File: config.mk
export PLATFORM = sky130hd
export DESIGN_NAME = sram_1r1w_ctrl
export DESIGN_NICKNAME = d
export VERILOG_FILES = /design/src/rtl/sram_1r1w_ctrl.sv
export SDC_FILE = /design/constraint.sdc
export NUM_CORES = 1
export LEC_CHECK = 0
export CORE_UTILIZATION = 36
export CTS_CLUSTER_DIAMETER = 80
export CTS_CLUSTER_SIZE = 24
export DETAILED_ROUTE_END_ITERATION = 12
export HOLD_SLACK_MARGIN = 0.06
export MAX_ROUTING_LAYER = met4
export PLACE_DENSITY = 0.78
export SETUP_SLACK_MARGIN = 0.15
export SLEW_MARGIN = 20
export SYNTH_ARGS = -nofsm -noshare
export SYNTH_HDL_FRONTEND = slang
export SYNTH_SLANG_ARGS = --single-unit
File: constraint.sdc
create_clock -name clock -period 1.8 [get_ports clock]
set_clock_uncertainty 0.15 [all_clocks]
set_input_delay 0.54 -clock clock [delete_from_list [all_inputs] [get_ports clock]]
set_output_delay 0.54 -clock clock [all_outputs]
set_load 0.01 [all_outputs]
File: src/rtl/sram_1r1w_ctrl.sv
// Requester-side controller for a 1R1W SRAM macro: post-reset zero fill,
// decoupled read/write ports, write-to-read bypass and a held read response.
module sram_1r1w_ctrl #(
  parameter int DEPTH   = 128,
  parameter int ADDR_W  = 7,
  parameter int WIDTH   = 51,
  parameter bit INIT_EN = 1'b1
) (
  input  logic              clock,
  input  logic              reset_n,
  input  logic              r_req_valid,
  output logic              r_req_ready,
  input  logic [ADDR_W-1:0] r_req_addr,
  output logic              r_resp_valid,
  output logic [WIDTH-1:0]  r_resp_data,
  input  logic              w_req_valid,
  output logic              w_req_ready,
  input  logic [ADDR_W-1:0] w_req_addr,
  input  logic [WIDTH-1:0]  w_req_data,
  output logic              init_done,
  output logic              sram_r_en,
  output logic [ADDR_W-1:0] sram_r_addr,
  input  logic [WIDTH-1:0]  sram_r_data,
  output logic              sram_w_en,
  output logic [ADDR_W-1:0] sram_w_addr,
  output logic [WIDTH-1:0]  sram_w_data
);

  typedef enum logic [0:0] {
    ST_INIT  = 1'b0,
    ST_READY = 1'b1
  } state_t;

  state_t            state_r;
  logic [ADDR_W-1:0] init_cnt_r;
  logic              init_done_r;
  logic              resp_valid_r;
  logic              bypass_r;
  logic [WIDTH-1:0]  bypass_data_r;
  logic [WIDTH-1:0]  hold_r;

  logic              ready_s;
  logic              init_wr_s;
  logic              r_fire_s;
  logic              w_fire_s;
  logic [WIDTH-1:0]  resp_data_s;

  // Everything is gated by reset_n so the macro sees no enables while reset is held.
  assign ready_s   = reset_n && (state_r == ST_READY);
  assign init_wr_s = reset_n && (state_r == ST_INIT);
  assign r_fire_s  = ready_s && r_req_valid;
  assign w_fire_s  = ready_s && w_req_valid;

  assign r_req_ready  = ready_s;
  assign w_req_ready  = ready_s;
  assign r_resp_valid = reset_n && resp_valid_r;
  assign r_resp_data  = reset_n ? resp_data_s : {WIDTH{1'b0}};
  assign init_done    = reset_n && (init_done_r || (INIT_EN == 1'b0));

  // Macro port drive and response data selection.
  always_comb begin
    sram_w_en   = 1'b0;
    sram_w_addr = {ADDR_W{1'b0}};
    sram_w_data = {WIDTH{1'b0}};
    sram_r_en   = 1'b0;
    sram_r_addr = {ADDR_W{1'b0}};
    resp_data_s = hold_r;
    if (init_wr_s) begin
      sram_w_en   = 1'b1;
      sram_w_addr = init_cnt_r;
    end else if (w_fire_s) begin
      sram_w_en   = 1'b1;
      sram_w_addr = w_req_addr;
      sram_w_data = w_req_data;
    end else begin
      sram_w_en   = 1'b0;
    end
    if (r_fire_s) begin
      sram_r_en   = 1'b1;
      sram_r_addr = r_req_addr;
    end else begin
      sram_r_en   = 1'b0;
    end
    // Response cycle: the bypass wins over the macro, whose read saw the old data.
    if (resp_valid_r) begin
      if (bypass_r) begin
        resp_data_s = bypass_data_r;
      end else begin
        resp_data_s = sram_r_data;
      end
    end else begin
      resp_data_s = hold_r;
    end
  end

  // Clear sequencer, response pipeline, bypass capture and hold register.
  always_ff @(posedge clock) begin
    if (!reset_n) begin
      state_r       <= INIT_EN ? ST_INIT : ST_READY;
      init_cnt_r    <= {ADDR_W{1'b0}};
      init_done_r   <= 1'b0;
      resp_valid_r  <= 1'b0;
      bypass_r      <= 1'b0;
      bypass_data_r <= {WIDTH{1'b0}};
      hold_r        <= {WIDTH{1'b0}};
    end else begin
      case (state_r)
        ST_INIT: begin
          init_cnt_r <= init_cnt_r + ADDR_W'(1);
          if (init_cnt_r == ADDR_W'(DEPTH - 1)) begin
            state_r     <= ST_READY;
            init_done_r <= 1'b1;
          end
        end
        ST_READY: begin
          state_r <= ST_READY;
        end
        default: begin
          state_r <= ST_READY;
        end
      endcase
      resp_valid_r <= r_fire_s;
      bypass_r     <= r_fire_s && w_fire_s && (r_req_addr == w_req_addr);
      if (r_fire_s && w_fire_s) begin
        bypass_data_r <= w_req_data;
      end
      if (resp_valid_r) begin
        hold_r <= resp_data_s;
      end
    end
  end

endmodule

* Word level (Yosys, flattened, before mapping)
Index checks and enable logic that the tools add are counted.
** Word-level totals
- Input bits :: 120
- Register bits :: 113
** Operators by class
- Bitwise logic cells :: 1
- Muxes and demuxes :: 13
- Eq/ne operators :: 2
- Reduce and logical (&&, ||, !) cells :: 9
- Add/subtract/negate cells :: 1
** Operator list (count)
- two-way mux 51 bit :: 5
- two-way mux 7 bit :: 3
- logical AND 1 bit :: 8
- adder 7 x 1 -> 7 bit, second input constant :: 1
- == test 7 bit :: 1
- == test 7 bit, second input constant :: 1
- two-way mux 1 bit :: 4
- one-hot mux 1 bit (2 select lines) :: 1
- AND reduction 2 bit :: 1
- NOT 1 bit :: 1

* Depth between registers and ports, before layout
Gate-level depths: netlist of the first run.
- Depth in word-level cells :: 4
- Depth in mapped cells :: 5
- Mapped depth without buffers :: 4

* Least setup slack after synthesis of the first run
OpenSTA, ideal clock, no wires.
- Path kind :: input -> output
- From :: in reset_n
- To :: out r_resp_data[0]
- Arrival time :: 1.171 ns
- Slack :: -0.061 ns
- Cell stages on the path :: 3
- Path buffers :: 2
- Cells stage by stage :: clkbuf_1 buf_2 o211a_1
** On the way
- Word-level cells in the longest chain between the ends :: 1
** Ends and longest elaborated chain
- start: declaration :: line 10 : input logic reset_n,
- two-way mux 51 bit :: line 57 : assign r_resp_data = reset_n ? resp_data_s : {WIDTH{1'b0}};
- end: declaration :: line 15 : output logic [WIDTH-1:0] r_resp_data,
Every way passes these cells.

* Worst setup path after layout of the first run
- From :: reg state_r
- To :: out sram_w_data[39]
** On the way
- Word-level cells in the longest chain between the ends :: 4
- Elaborated cells between the ends (all ways) :: 6
** Ends and longest elaborated chain
- start: declaration :: line 34 : state_t state_r;
- start signal: assignment :: line 99 : state_r <= INIT_EN ? ST_INIT : ST_READY;
- logical AND 1 bit :: line 49 : assign ready_s = reset_n && (state_r == ST_READY);
- logical AND 1 bit :: line 52 : assign w_fire_s = ready_s && w_req_valid;
- two-way mux 51 bit :: line 71 : end else if (w_fire_s) begin
- two-way mux 51 bit * :: line 68 : if (init_wr_s) begin
- end: declaration :: line 26 : output logic [WIDTH-1:0] sram_w_data
Every way passes the cells marked *; elsewhere a longest branch is shown, timed or not.

==> metrics.txt, run 1 <==
crit-path max FO 6; crit path kind reg2out; P per Cell Area 541 nW/um2; ANT cells 0; share of total power in combinational logic 0.102; Max Cap Viol 0; WP data required 1.11 ns; first-pass GRT wire length 32.6 mm; failing checks setup timing; Total GRT Usage 0.266; total CTS buffers 17; Util after Layout 0.789; clock power share 0.515; # hold bufs at CTS 0; Cell Area, Synth 5730 um2; starting density of the core 0.373; Row Count 45; Sequential Power Share 0.383; Cells after Synth 654; Die ar. 16,400 um2; final hold slack 0.299 ns; P_int 5.18 mW; Final Setup Violations 126; Final Worst Setup Slack -0.754 ns; Synth top area share 0.395; Worst-Skew Late Latency 0.41 ns; Die Wd 128 um; DRC viols 0; final hold vios 0; setup TNS -71.65 ns; #FFs+latches synth 113; via count 6,817; vias in the first global route 6,375; Layout Nets 1,239; cell accounting for the most synthesized area dfxtp_1; yosys warns 0; final period utilization 1.42; RSZ-0062 raised after global routing yes; worst vdd ir 0.623 mV; initial antenna violation count 0; Worst Hold Depth 2; # IOs 242; gr ovfl total 0; Placer Congestion 0.797; Core Footprint 15,400 um2; slew margin rel. 0.735; IO Port Bufs 241; Starting DRT DRC Count 383; top cells by count, synth nand2_1 (157), dfxtp_1 (113), o211a_1 (102); Worst Reg-to-Reg Cells 15; EDFF count, synth 0; Layout area overhead 112%; synthesized area per cell 8.77 um2; cell count after placement 1,155; Reg clk slew, reported paths 0.06 ns; largest net degree at the start of global routing 64; main area contributors after synthesis dfxtp_1 (39%), o211a_1 (18%), nand2_1 (10%), mux2i_1 (9.1%), and2_1 (7.0%); antenna-violating nets left 0; share of layout cells above drive strength 1 0.484; most frequent cell after synthesis nand2_1; root buf cell clkbuf_16; Critical Path AT 1.86 ns; DPL Wire Length 11.6 mm; DP Area 9290 um2; Startpoint Class register; Pins Over Slew Limit 0; crit path time final 2.55 ns; Leakage Power 6.10 nW; Yosys cell types 33; CTS sink cnt 113; Net Count, Synth 775; Finished Cell Area 12,100 um2; drt pass-1 iters 7; sequential share of the synthesized area 0.395; hold crit path type reg2reg; via density per instance 5.09; measured slew at the worst slew-check pin 0.396 ns; CTS H-tree lvls 4; CTS max path bufs 2; P_sw 1.39 mW; Sw Share 0.212; DR WL/cell 18.0 um; die height 128 um; Reg area 2270 um2; FMAX 0.392 GHz; final std cells w/o fill 1,338; ys flop type dfxtp_1; run status finished, violations left; final WL 24.1 mm; FILL cells 896; Multi-input gate area 3620 um2; CTS tree done; Post-synth ARST share 0; Worst setup EP type primary output
metal layers:
metal | share of wire | global-route usage | wire length [um] | up-vias
met5 | 0 | - | 0 | -
met4 | 0.032 | 0.0782 | 763 | 0
met3 | 0.052 | 0.0655 | 1250 | 58
met2 | 0.52 | 0.465 | 12500 | 251
met1 | 0.40 | 0.299 | 9510 | 3280
li1 | - | - | - | 3228
metrics by stage:
step           worst slack [ns]  total power, mW
5_1_grt                  -0.828             6.75
2_1_floorplan            0.0789             2.72
4_1_cts                  -0.871             6.52
3_5_place_dp              -1.05             3.13
6_report                 -0.754             6.56
3_3_place_gp              -1.03             3.13
final timing paths:
kind / endpoint / slack, ns / from
max: sram_w_data[39] / -0.75 / state_r$_SDFF_PN0_
min: bypass_data_r[34]$_SDFFE_PN0P_ / 0.30 / bypass_data_r[34]$_SDFFE_PN0P_
max reg2reg: hold_r[9]$_SDFFE_PN0P_ / -0.65 / bypass_r$_SDFF_PN0_
min reg2reg: bypass_data_r[34]$_SDFFE_PN0P_ / 0.30 / bypass_data_r[34]$_SDFFE_PN0P_
placed cells by master (no fill, tap or decap), types with 2 or more instances in the layout:
cell type        count
nor2_1               2
o21ai_1             37
dfxtp_1            110
a21boi_4             2
buf_2               20
clkbuf_2             5
buf_12              17
buf_16              15
and2_1               2
or3_1                2
clkbuf_16           19
nor2b_2              7
xnor2_1              7
buf_6              189
clkinv_2             4
nand2_2             11
mux2i_1             45
nand2b_1             2
bufbuf_16            2
bufinv_16            3
buf_4              131
clkbuf_8             3
a22oi_2              5
and3_4               3
mux2i_2              6
a21boi_1             2
buf_8                6
nand2_4              9
dfxtp_4              2
dlymetal6s2s_1       3
o211a_1            102
o21ai_2             15
and2_4              62
clkdlybuf4s50_1    115
nand2_1            137
nand4_1              2
power by group through the flow:
| stage | sequential (mW) | clock (mW) | combinational [mW] |
|---|---|---|---|
| after floorplan | 2.57 | 0 | 0.151 |
| after global placement | 2.56 | 0 | 0.569 |
| after detailed placement | 2.56 | 0 | 0.571 |
| after CTS | 2.51 | 3.38 | 0.623 |
| after global routing | 2.51 | 3.54 | 0.704 |
| final | 2.51 | 3.38 | 0.671 |
cells by family (layout without fill, tap and decap cells):
group	after synthesis	count (layout)	synth area share
AO/OA/AOI/OAI	169	169	0.242
multiplexers	52	52	0.0908
adder cells (fa/ha/maj)	1	1	0.00218
XOR/XNOR	9	9	0.0138
AND/OR/NAND/NOR	246	247	0.200
buffers and inverters	64	536	0.0563
flip-flops	113	113	0.395
worst max-delay path, stage by stage (launching register included):
cell and delay (ns):
dfxtp_2 0.33, and3_4 0.17, buf_12 0.13, buf_6 0.11, buf_6 0.11, buf_12 0.12
buf_16 0.12, buf_6 0.11, and2_4 0.13, buf_6 0.12
state kept, by name, summed over array words and instances (netlist names):
signal	cells
bypass_r	1
bypass_data_r	51
resp_valid_r	1
init_cnt_r	7
state_r	1
hold_r	51
init_done_r	1
what timing repair did:
action | in CTS | in global routing
setup endpoints to repair | 125 | 169
pin swaps | 21 | 30
gates cloned | 14 | 2
resized for setup | 573 | 196
buffers inserted | 87 | 52
layout make-up:
type,count,area share
flip-flops and latches,113,0.187
inverters,2,0.000619
well taps,211,0.0218
repair buffers,506,0.444
clock buffers,21,0.0388
clock inverters,7,0.00907
multi-input cells,478,0.298
(Power assumes the default switching activity.)
==> inputs of run 2 (changes only) <==
CORE_ASPECT_RATIO = 1.25   (was unset)
==> run 2 against run 1 <==
  * Flip-flop and latch count did not move
  * Register-to-register slack worse by 0.03 ns
  * Setup slack got worse by 0.036 ns
  * Maximum frequency fell by 1.4%
  * Sequential power about the same
  * Cell area down 5.5%
  * Critical path depth unchanged
  * Count of clock-buffer cells in the layout grew 1
  * Highest routed layer unchanged
  * Hold slack worse by 0.0041 ns
  * First-iteration DRC count down 5.0%
  * The run still ends with setup timing left
  * Wire length shrank 4.5%
  * Global-route usage down 0.18 points
==> metrics.txt, run 2 (same netlist as run 1, synthesis figures left out) <==
CP bufs+invs 7 (unchanged); share of layout cells above drive strength 1 0.431 (was 0.484); Placer Congestion 0.801 (was 0.797); crit-path max FO 7 (was 6); final hold vios 0 (unchanged); CTS H-tree lvls 4 (unchanged); CTS max path bufs 2 (unchanged); initial antenna violation count 0 (unchanged); vias in the first global route 6,325 (was 6,375); Crit path top cell by count buf_6 (unchanged); CTS sink cnt 113 (unchanged); Post-Place Setup Slack -1.05 ns (about the same); commonest non-fill, non-tap cell in the layout nand2_1 (was buf_6); via density per instance 5.00 (was 5.09); crit path kind reg2out (unchanged); final WL 23.0 mm (was 24.1 mm); Reg clk slew, reported paths 0.05 ns (was 0.06 ns); Worst setup EP type primary output (unchanged); gr ovfl total 0 (unchanged); final hold slack 0.295 ns (was 0.299 ns); Core Footprint 15,600 um2 (was 15,400 um2); slew margin rel. 0.807 (was 0.735); measured slew at the worst slew-check pin 0.290 ns (was 0.396 ns); Critical Path AT 1.90 ns (was 1.86 ns); largest net degree at the start of global routing 70 (was 64); largest registers bypass_data_r (51), hold_r (51), init_cnt_r (7) (unchanged); Pins Over Slew Limit 0 (unchanged); drt pass-1 iters 6 (was 7); Leakage Power 5.69 nW (was 6.10 nW); P per Cell Area 599 nW/um2 (was 541 nW/um2); root buf cell clkbuf_16 (unchanged); Critical Path, Cell by Cell and3_4, buf_6, buf_6, buf_12, buf_6, buf_16, buf_6, and2_4, buf_6 (was and3_4, buf_12, buf_6, buf_6, buf_12, buf_16, buf_6, and2_4, buf_6); Final Worst Setup Slack -0.790 ns (was -0.754 ns); Layout area overhead 100% (was 112%); hold crit path type reg2reg (unchanged); Die Wd 115 um (was 128 um); DPL Wire Length 11.6 mm (about the same); Top delay family on crit path buffers and inverters (unchanged); CTS tree done (unchanged); Die ar. 16,400 um2 (about the same); total CTS buffers 17 (unchanged); slowest cell on the critical path dfxtp_4 (was dfxtp_2); ANT cells 0 (unchanged); FMAX 0.386 GHz (was 0.392 GHz); final period utilization 1.44 (was 1.42); die height 143 um (was 128 um); via count 6,484 (was 6,817); Worst-Skew Late Latency 0.41 ns (about the same); RSZ-0062 raised after global routing yes (unchanged); Total GRT Usage 0.264 (was 0.266); Final Setup Violations 127 (was 126); # hold bufs at CTS 0 (unchanged); worst vdd ir 0.478 mV (was 0.623 mV); Startpoint Class register (unchanged); Layout Nets 1,194 (was 1,239); slowest stage delay, CP 0.36 ns (was 0.33 ns); starting density of the core 0.368 (was 0.373); run status finished, violations left (unchanged); IO Port Bufs 241 (unchanged); # IOs 242 (unchanged); WP data required 1.11 ns (about the same); failing checks setup timing (unchanged); Row Count 51 (was 45); FILL cells 1,075 (was 896); DRC viols 0 (unchanged); Max Cap Viol 0 (unchanged); DR WL/cell 17.7 um (was 18.0 um); crit path time final 2.59 ns (was 2.55 ns); first-pass GRT wire length 32.1 mm (was 32.6 mm); Starting DRT DRC Count 364 (was 383); most frequent cells in the layout nand2_1 (155), buf_6 (138), buf_4 (128), clkdlybuf4s50_1 (116), dfxtp_1 (110) (was buf_6 (189), nand2_1 (137), buf_4 (131), clkdlybuf4s50_1 (115), dfxtp_1 (110)); antenna-violating nets left 0 (unchanged)
==> run 2: worst paths after layout <==
path / to / cells past startpoint / startpoint / slack, ns
worst max register to register: hold_r[38]$_SDFFE_PN0P_ / 15 / bypass_r$_SDFF_PN0_ / -0.68
worst min-delay path: bypass_data_r[37]$_SDFFE_PN0P_ / 2 / bypass_data_r[37]$_SDFFE_PN0P_ / 0.30
worst min register to register: bypass_data_r[37]$_SDFFE_PN0P_ / 2 / bypass_data_r[37]$_SDFFE_PN0P_ / 0.30
worst max-delay path: sram_w_data[25] / 9 / state_r$_SDFF_PN0_ / -0.79
==> run 2: through the flow <==
stage	utilization	instances	area (um2)	power, mW	TNS (ns)
floorplan	-	654	6160	2.72	0
global placement	0.593	1149	9240	3.14	-116.83
detailed placement	0.593	1149	9240	3.14	-120.69
CTS	0.690	1239	10700	6.89	-66.50
global route	0.736	1298	11500	7.07	-79.00
finish	0.736	1298	11500	6.86	-72.47
==> run 2: timing repair <==
item | CTS | global route
resized for setup | 519 | 137
endpoints found under the setup margin | 128 | 129
pin swaps | 18 | 18
buffers inserted | 43 | 55
gates cloned | 15 | 4
==> run 2: power by group <==
part | internal, mW | leakage, nW | switching [mW]
sequential | 2.50 | 0.913 | 0.00455
combinational | 0.426 | 4.47 | 0.223
clock | 2.52 | 0.314 | 1.18
total | 5.45 | 5.69 | 1.41
==> run 2: metal layers <==
metal  global-route usage  share of wire  vias to the layer above
li1                     -              -                     3140
met1                0.281           0.39                     3064
met2                0.457           0.52                      217
met3               0.0543          0.044                       63
met4                0.145          0.040                        0
met5                    -              0                        -
==> run 2: worst reg2reg max path, stage by stage (launching register included) <==
cell	delay [ns]
dfxtp_4	0.36
buf_12	0.13
buf_4	0.14
buf_16	0.14
buf_6	0.11
mux2i_1	0.16
nand2_1	0.10
buf_4	0.15
buf_4	0.12
buf_4	0.12
buf_4	0.12
buf_4	0.12
buf_4	0.13
buf_4	0.12
buf_4	0.12
o211a_1	0.10
==> run 2: final cells by class <==
| type | count | area, um2 | share of cell area |
|---|---|---|---|
| repair buffers | 461 | 4810 | 0.419 |
| multi-input cells | 478 | 3460 | 0.302 |
| flip-flops and latches | 113 | 2270 | 0.198 |
| clock buffers | 22 | 464 | 0.0405 |
| well taps | 212 | 265 | 0.0231 |
| clock inverters | 10 | 181 | 0.0158 |
| inverters | 2 | 15.0 | 0.00131 |
==> inputs of run 3 (changes only) <==
TNS_END_PERCENT = 50   (was unset)
clock period = 2.4 ns   (was 1.8 ns; I/O delays follow)
==> run 3 against run 2 <==
  * The run still ends with setup timing left
  * Wire length decreased by 14%
  * Hold slack better by 0.00071 ns
  * Die area is the same
  * Count of clock-buffer cells in the layout shrank 5
  * Clock power fell by 33%
  * Sequential power shrank 25%
  * Total power fell by 30%
  * Combinational power down 33%
==> metrics.txt, run 3 (same netlist as run 1, synthesis figures left out) <==
run status finished, violations left (unchanged); failing checks setup timing (unchanged); CTS tree done (unchanged); Pins Over Slew Limit 0 (unchanged); die height 143 um (unchanged); PnR Total Power 4.79 mW (was 6.86 mW); Util after Layout 0.670 (was 0.736); Startpoint Class input port (was register); DR WL/cell 16.3 um (was 17.7 um); total CTS buffers 17 (unchanged); DPL Wire Length 11.9 mm (was 11.6 mm); setup TNS -6.13 ns (was -72.47 ns); via count 6,067 (was 6,484); # IOs 242 (unchanged); Max Cap Viol 0 (unchanged); initial antenna violation count 0 (unchanged); Critical Path AT 1.70 ns (was 1.90 ns); slew margin rel. 0.826 (was 0.807); root buf cell clkbuf_16 (unchanged); crit-path max FO 5 (was 7); Core Footprint 15,600 um2 (unchanged); Placer Congestion 0.813 (was 0.801); measured slew at the worst slew-check pin 0.258 ns (was 0.290 ns); Starting DRT DRC Count 230 (was 364); DRC viols 0 (unchanged); crit path time final 2.57 ns; Reg clk slew, reported paths 0.05 ns (about the same); commonest non-fill, non-tap cell in the layout nand2_1 (unchanged); most frequent cells in the layout nand2_1 (156), dfxtp_1 (110), o211a_1 (102), buf_6 (99), buf_4 (91) (was nand2_1 (155), buf_6 (138), buf_4 (128), clkdlybuf4s50_1 (116), dfxtp_1 (110)); CTS sink cnt 113 (unchanged); Die Wd 115 um (unchanged); gr ovfl total 0 (unchanged); Layout Nets 1,108 (was 1,194); Die ar. 16,400 um2 (unchanged); RSZ-0062 raised after global routing yes (unchanged); Worst setup EP type primary output (unchanged); share of layout cells above drive strength 1 0.374 (was 0.431); Total GRT Usage 0.242 (was 0.264); vias in the first global route 5,754 (was 6,325); final hold vios 0 (unchanged); DP Area 9000 um2 (was 9240 um2); starting density of the core 0.368 (unchanged); # hold bufs at CTS 0 (unchanged); Leakage Power 5.12 nW (was 5.69 nW); Row Count 51 (unchanged); Layout area overhead 81.9% (was 100%); FMAX 0.389 GHz; crit path kind in2out (was reg2out); Final Worst Setup Slack -0.170 ns (was -0.790 ns); first-pass GRT wire length 29.4 mm (was 32.1 mm); worst vdd ir 0.348 mV (was 0.478 mV); drt pass-1 iters 4 (was 6); Finished Cell Area 10,400 um2 (was 11,500 um2); Worst-Skew Late Latency 0.41 ns (about the same); WP data required 1.53 ns (was 1.11 ns); via density per instance 5.00 (about the same); cell count after placement 1,141 (was 1,149); final period utilization 1.07; antenna-violating nets left 0 (unchanged); IO Port Bufs 241 (unchanged); CTS max path bufs 2 (unchanged); final WL 19.8 mm (was 23.0 mm); P per Cell Area 459 nW/um2 (was 599 nW/um2); Final Setup Violations 90 (was 127); CTS H-tree lvls 4 (unchanged); hold crit path type reg2reg (unchanged); final std cells w/o fill 1,213 (was 1,298); largest registers bypass_data_r (51), hold_r (51), init_cnt_r (7) (unchanged); largest net degree at the start of global routing 43 (was 70)
-- run 3: cell count changes in the layout (fill, tap and decap cells not counted), sizes merged, moves of 4 or more --
| cell | before | now |
|---|---|---|
| buf | 327 | 254 |
| clkdlybuf4s50 | 116 | 53 |
| dlygate4sd2 | 1 | 56 |
| clkbuf | 35 | 18 |
| dlymetal6s2s | 0 | 7 |
| clkinvlp | 1 | 5 |
-- run 3: path summary, 6_finish.rpt --
| path | start | to | slack (ns) | cells past startpoint |
|---|---|---|---|---|
| min | bypass_data_r[5]$_SDFFE_PN0P_ | bypass_data_r[5]$_SDFFE_PN0P_ | 0.30 | 2 |
| min reg2reg | bypass_data_r[5]$_SDFFE_PN0P_ | bypass_data_r[5]$_SDFFE_PN0P_ | 0.30 | 2 |
| max reg2reg | init_cnt_r[1]$_SDFFE_PN0N_ | init_cnt_r[6]$_SDFFE_PN0N_ | 0.93 | 4 |
| max | w_req_valid | sram_w_data[25] | -0.17 | 7 |
-- run 3: area by class of cell --
class / instances / area (um2)
fillers: 1256 / 5140
clock buffers: 17 / 425
diodes: 1 / 2.50
clock inverters: 15 / 161
inverters: 2 / 10.0
well taps: 212 / 265
multi-input cells: 478 / 3410
repair buffers: 375 / 3880
flip-flops and latches: 113 / 2270
-- run 3: repair_timing --
action	in CTS	in global routing
pin swaps	71	21
resized for setup	689	81
cloned	14	1
setup endpoints to repair	122	118
setup buffers	18	6
-- run 3: critical path, stage by stage --
cell	delay, ns
buf_8	0.10
and3_4	0.20
buf_6	0.12
buf_12	0.14
buf_16	0.15
and2_4	0.16
buf_6	0.11
-- run 3: per-layer routing --
layer	GRT usage	part of all wire	vias to the layer above
li1	-	-	2975
met1	0.269	0.41	2871
met2	0.422	0.52	178
met3	0.0403	0.040	43
met4	0.108	0.030	0
met5	-	0	-
-- run 3: metrics by stage --
stage,hold slack (ns),setup slack (ns)
final,0.296,-0.170
after global routing,0.313,-0.180
after CTS,0.299,-0.218
after detailed placement,0.290,-0.890
after global placement,0.285,-0.822
after floorplan,0.278,0.179
-- run 3: report_power, final --
part	internal (mW)	total (mW)	switching, mW
combinational	0.278	0.437	0.159
sequential	1.88	1.88	0.00584
clock	1.53	2.47	0.938
total	3.69	4.79	1.10
